==> config.mk <==
export PLATFORM = sky130hd
export DESIGN_NAME = ahb2apb_bridge_nslv
export DESIGN_NICKNAME = d
export VERILOG_FILES = /design/src/rtl/ahb2apb_bridge_nslv.sv
export SDC_FILE = /design/constraint.sdc
export NUM_CORES = 1
export LEC_CHECK = 0
export ABC_AREA = 0
export CORE_MARGIN = 2
export CORE_UTILIZATION = 40
export CTS_CLUSTER_DIAMETER = 50
export CTS_CLUSTER_SIZE = 40
export DETAILED_ROUTE_END_ITERATION = 7
export PLACE_DENSITY_LB_ADDON = 0.15
export SYNTH_ARGS = -nofsm -noshare
export SYNTH_HDL_FRONTEND = slang
export SYNTH_SLANG_ARGS = --single-unit
export TNS_END_PERCENT = 20
==> constraint.sdc <==
create_clock -name HCLK -period 3.45 [get_ports HCLK]
set_input_delay 0.69 -clock HCLK [delete_from_list [all_inputs] [get_ports HCLK]]
set_output_delay 0.69 -clock HCLK [all_outputs]
set_load 0.1 [all_outputs]
==> src/rtl/ahb2apb_bridge_nslv.sv <==
// ahb2apb_bridge_nslv: AHB-Lite slave to APB bridge with slot-decoded one-hot PSEL.
// Optional ACCESS-phase timeout is built when AHB2APB_TIMEOUT_EN is defined.
module ahb2apb_bridge_nslv #(
   parameter int ADDR_WIDTH     = 32,
   parameter int DATA_WIDTH     = 32,
   parameter int NUM_SLAVES     = 16,
   parameter int SLOT_BITS      = 8,
   parameter int TIMEOUT_CYCLES = 256
) (
   input  logic                  HCLK,
   input  logic                  HRESET,
   input  logic                  HSEL,
   input  logic [1:0]            HTRANS,
   input  logic                  HWRITE,
   input  logic [ADDR_WIDTH-1:0] HADDR,
   input  logic [DATA_WIDTH-1:0] HWDATA,
   input  logic                  HREADYIN,
   output logic                  HREADYOUT,
   output logic [DATA_WIDTH-1:0] HRDATA,
   output logic                  HRESP,
   output logic [NUM_SLAVES-1:0] PSEL,
   output logic [ADDR_WIDTH-1:0] PADDR,
   output logic                  PWRITE,
   output logic                  PENABLE,
   output logic [DATA_WIDTH-1:0] PWDATA,
   input  logic [DATA_WIDTH-1:0] PRDATA,
   input  logic                  PREADY,
   input  logic                  PSLVERR
);

   typedef enum logic [2:0] {
      ST_IDLE   = 3'd0,
      ST_LATCH  = 3'd1,
      ST_SETUP  = 3'd2,
      ST_ACCESS = 3'd3,
      ST_ERR1   = 3'd4,
      ST_ERR2   = 3'd5
   } state_t;

   localparam logic [4:0]            LP_NSLV     = 5'(NUM_SLAVES);
   localparam logic [NUM_SLAVES-1:0] LP_PSEL_ONE = NUM_SLAVES'(1'b1);

   state_t                r_state;
   logic [ADDR_WIDTH-1:0] r_addr;
   logic                  r_write;
   logic [3:0]            r_slot;
   logic                  r_hreadyout;
   logic                  r_hresp;
   logic [DATA_WIDTH-1:0] r_hrdata;
   logic [NUM_SLAVES-1:0] r_psel;
   logic [ADDR_WIDTH-1:0] r_paddr;
   logic                  r_pwrite;
   logic                  r_penable;
   logic [DATA_WIDTH-1:0] r_pwdata;

   logic [3:0] w_slot;
   logic       w_capture;
   logic       w_slot_ok;
   logic       w_unused;

   assign w_slot    = HADDR[SLOT_BITS +: 4];
   assign w_capture = HSEL & HREADYIN & HTRANS[1];
   assign w_slot_ok = ({1'b0, w_slot} < LP_NSLV);

`ifdef AHB2APB_TIMEOUT_EN
   localparam logic [15:0] LP_TO_LAST = 16'(TIMEOUT_CYCLES - 1);
   logic [15:0] r_cnt;
   assign w_unused = HTRANS[0];
`else
   assign w_unused = ^{HTRANS[0], 16'(TIMEOUT_CYCLES)};
`endif

   // Bridge sequencer: every AHB and APB output is a register updated on state transitions
   always_ff @(posedge HCLK) begin
      if (HRESET) begin
         r_state     <= ST_IDLE;
         r_addr      <= {ADDR_WIDTH{1'b0}};
         r_write     <= 1'b0;
         r_slot      <= 4'd0;
         r_hreadyout <= 1'b1;
         r_hresp     <= 1'b0;
         r_hrdata    <= {DATA_WIDTH{1'b0}};
         r_psel      <= {NUM_SLAVES{1'b0}};
         r_paddr     <= {ADDR_WIDTH{1'b0}};
         r_pwrite    <= 1'b0;
         r_penable   <= 1'b0;
         r_pwdata    <= {DATA_WIDTH{1'b0}};
`ifdef AHB2APB_TIMEOUT_EN
         r_cnt       <= 16'd0;
`endif
      end else begin
         case (r_state)
            ST_IDLE, ST_ERR2: begin
               if (w_capture) begin
                  r_addr      <= HADDR;
                  r_write     <= HWRITE;
                  r_slot      <= w_slot;
                  r_hreadyout <= 1'b0;
                  // An unmapped slot skips the APB phases and answers ERROR directly
                  if (w_slot_ok) begin
                     r_state <= ST_LATCH;
                     r_hresp <= 1'b0;
                  end else begin
                     r_state <= ST_ERR1;
                     r_hresp <= 1'b1;
                  end
               end else begin
                  r_state     <= ST_IDLE;
                  r_hreadyout <= 1'b1;
                  r_hresp     <= 1'b0;
               end
            end
            ST_LATCH: begin
               if (r_write) begin
                  r_pwdata <= HWDATA;
               end
               r_psel   <= LP_PSEL_ONE << r_slot;
               r_paddr  <= r_addr;
               r_pwrite <= r_write;
               r_state  <= ST_SETUP;
            end
            ST_SETUP: begin
               r_penable <= 1'b1;
               r_state   <= ST_ACCESS;
`ifdef AHB2APB_TIMEOUT_EN
               r_cnt     <= 16'd0;
`endif
            end
            ST_ACCESS: begin
               if (PREADY) begin
                  r_psel    <= {NUM_SLAVES{1'b0}};
                  r_penable <= 1'b0;
                  if (PSLVERR) begin
                     r_state <= ST_ERR1;
                     r_hresp <= 1'b1;
                  end else begin
                     if (!r_write) begin
                        r_hrdata <= PRDATA;
                     end
                     r_state     <= ST_IDLE;
                     r_hreadyout <= 1'b1;
                  end
               end
`ifdef AHB2APB_TIMEOUT_EN
               else if (r_cnt == LP_TO_LAST) begin
                  r_psel    <= {NUM_SLAVES{1'b0}};
                  r_penable <= 1'b0;
                  r_state   <= ST_ERR1;
                  r_hresp   <= 1'b1;
               end else begin
                  r_cnt <= r_cnt + 16'd1;
               end
`endif
            end
            ST_ERR1: begin
               r_state     <= ST_ERR2;
               r_hreadyout <= 1'b1;
               r_hresp     <= 1'b1;
            end
            default: begin
               r_state     <= ST_IDLE;
               r_psel      <= {NUM_SLAVES{1'b0}};
               r_penable   <= 1'b0;
               r_hreadyout <= 1'b1;
               r_hresp     <= 1'b0;
            end
         endcase
      end
   end

   assign HREADYOUT = r_hreadyout;
   assign HRDATA    = r_hrdata;
   assign HRESP     = r_hresp;
   assign PSEL      = r_psel;
   assign PADDR     = r_paddr;
   assign PWRITE    = r_pwrite;
   assign PENABLE   = r_penable;
   assign PWDATA    = r_pwdata;

endmodule

==> results.json <==
{
  "dieArea_um2": 15900,
  "cts_inserted_buffers": 17,
  "synth-edff-count": 0,
  "synthCells": 645,
  "cts_hold_buffers": 0,
  "tritoncts": "done",
  "slowest_stage": "clkdlybuf4s50_1",
  "diodes": 0,
  "critPathKind": "flip-flop to output port",
  "place_congestion": 0.771,
  "fin_tns_setup_ns": 0,
  "synth-async-reset-ratio_pct": 0,
  "n_fill_cell": 1223,
  "max-vdd-ir-drop_mv": 0.328,
  "drt-pass1-iter-count": 6,
  "fin_crit_sh_pct": 76.0,
  "yosysWarnings": 0,
  "io_buffers": 219,
  "outcome": "completed",
  "reg2regPathDepth": 3,
  "crit_path_max_incr_delay_ns": 1.16,
  "vias_per_cell": 4.75,
  "synth_area_um2": 5970,
  "path_clk_slew_ns": 0.06,
  "die-height_um": 126,
  "finalCriticalPeriod_ns": 2.62,
  "syn-num-nets": 750,
  "dp_cells": 1009,
  "crit_buf_inv": 1,
  "num_vias": 4944,
  "ant_nets": 0,
  "ys_seq_area_share_pct": 51.0,
  "holdCritPathClass": "flip-flop to flip-flop",
  "final_common_cell": "clkdlybuf4s50_1",
  "multi_input_area_um2": 2720,
  "hold_viol": 0,
  "synth_flop_cell": "dfxtp_1",
  "p_leak_nw": 3.03,
  "syn2layout_area_growth_pct": 47.7,
  "clk_path_buf_depth": 2,
  "end_kind": "output port",
  "numClockSinks": 152,
  "maxSlewViolCount": 0,
  "grt_use_total_pct": 18.6,
  "final_cells": 1040,
  "h-tree-depth": 4,
  "cts_root_buf": "clkbuf_16",
  "cts_resized": 0,
  "drt_wl_total_um": 14800,
  "critPathLaunchType": "flip-flop",
  "io_pins": 221,
  "grt_pass1_wl_um": 24000,
  "syn_avg_cell_area_um2": 9.26,
  "fmax_mhz": 382,
  "finalNetCount": 949,
  "synth-seq-cells": 152,
  "drive_above_1_share_pct": 7.59,
  "post-cts-setup-buffer-count": 0,
  "grt_pass1_vias": 4934,
  "grt_max_degree": 82,
  "dieWidth_um": 126,
  "finalPower_mw": 4.06,
  "worst-endpoint-arrival_ns": 1.93,
  "holdPathStages": 2,
  "seq_area_um2": 3040,
  "mostFrequentLayoutCells": "clkdlybuf4s50_1 (197), dfxtp_1 (152), nand2b_1 (134), nand2_1 (130), a21oi_1 (67)",
  "cp_max_fo": 2,
  "coreArea_um2": 14500,
  "dp_hpwl_um": 10400,
  "crit_chain": "clkdlybuf4s50_1",
  "final.setup_skew_ns": 0.00575,
  "rsz0062_at_grt": "false",
  "antenna_found_initial": 0,
  "first_iter_violations": 240,
  "cp_top_family": "buffers and inverters",
  "drc": 0,
  "finalSetupViolCount": 0,
  "insertion_delay_ns": 0.41,
  "num_rows": 44,
  "worst-path-stages": 1,
  "tightestPinTransition_ns": 1.01,
  "initial_utilization_pct": 41.1,
  "wl_per_cell_um": 14.2,
  "cp.required_ns": 2.76,
  "slew_headroom_pct": 32.5,
  "overflow": 0,
  "synth.distinct_cells": 34,
  "maxCapViolations": 0,
  "powerDensity_nw_per_um2": 461
}
[routing by layer]
layer / share of wire, % / GRT usage (%)
met5: 0 / 0
met1: 43 / 20.9
met3: 6.0 / 6.50
met2: 48 / 31.9
met4: 2.4 / 7.89
[Yosys cell counts, types with 2 or more instances]
cell type / instances / area [um^2]
dfxtp_1: 152 / 3040
nand2b_1: 134 / 838
nand2_1: 130 / 488
a21oi_1: 67 / 335
mux2i_1: 65 / 651
clkbuf_1: 32 / 120
o2bb2ai_1: 15 / 131
buf_2: 10 / 50.1
nor2_1: 4 / 15.0
buf_4: 3 / 22.5
buf_6: 3 / 33.8
inv_1: 3 / 11.3
nand3_1: 3 / 15.0
nand3b_1: 2 / 15.0
nor2b_1: 2 / 12.5
o21ai_0: 2 / 10.0
[logic make-up (layout without fill, tap and decap cells)]
kind of cell,Yosys count,after routing,synth area share (%)
AOI/OAI and AO/OA,91,91,9.08
xor gates and xnor gates,1,1,0.147
buffers and inverters,51,262,3.98
DFF,152,152,51.0
muxes,65,65,10.9
and+or+nand+nor,285,285,24.9
[registers in the layout, indices dropped and copies added (netlist names)]
signal / flops
r_write: 1
r_state: 3
PENABLE: 1
r_addr: 32
PADDR: 32
PSEL: 16
PWDATA: 32
PWRITE: 1
HRDATA: 32
HRESP: 1
HREADYOUT: 1
[power by group]
group | internal, mW | switching [mW] | total [mW]
logic | 0.176 | 0.164 | 0.340
clock network | 1.24 | 0.681 | 1.92
registers | 1.78 | 0.0190 | 1.80
[per-stage QoR]
step	cell area (um^2)	util (%)	hold WS (ns)	setup slack [ns]
after floorplan	5970	-	0.432	1.73
after global placement	8200	56.4	0.437	0.994
after detailed placement	8200	56.4	0.443	0.934
after CTS	8820	60.7	0.452	0.795
after global routing	8820	60.7	0.459	0.776
final	8820	60.7	0.452	0.829
[layout make-up]
type	count	share of cell area, %
well taps	184	2.61
flip-flops and latches	152	34.5
inverters	3	0.128
clock buffers	23	5.31
repair buffers	228	25.0
clock inverters	8	1.65
multi-input cells	442	30.8
[worst reg2reg max path, stage by stage (launching register included)]
cell and delay [ns]:
dfxtp_1 0.51, nor3b_4 0.80, nand4b_1 0.38, o2bb2ai_1 0.23
[final timing paths]
kind | startpoint | to | slack, ns
max | HRDATA[10] | HRDATA[10] | 0.83
min | r_addr[6] | PADDR[6] | 0.45
max reg2reg | r_state[0] | PSEL[12] | 1.46
min reg2reg | r_addr[6] | PADDR[6] | 0.45
(Power assumes the default switching activity.)
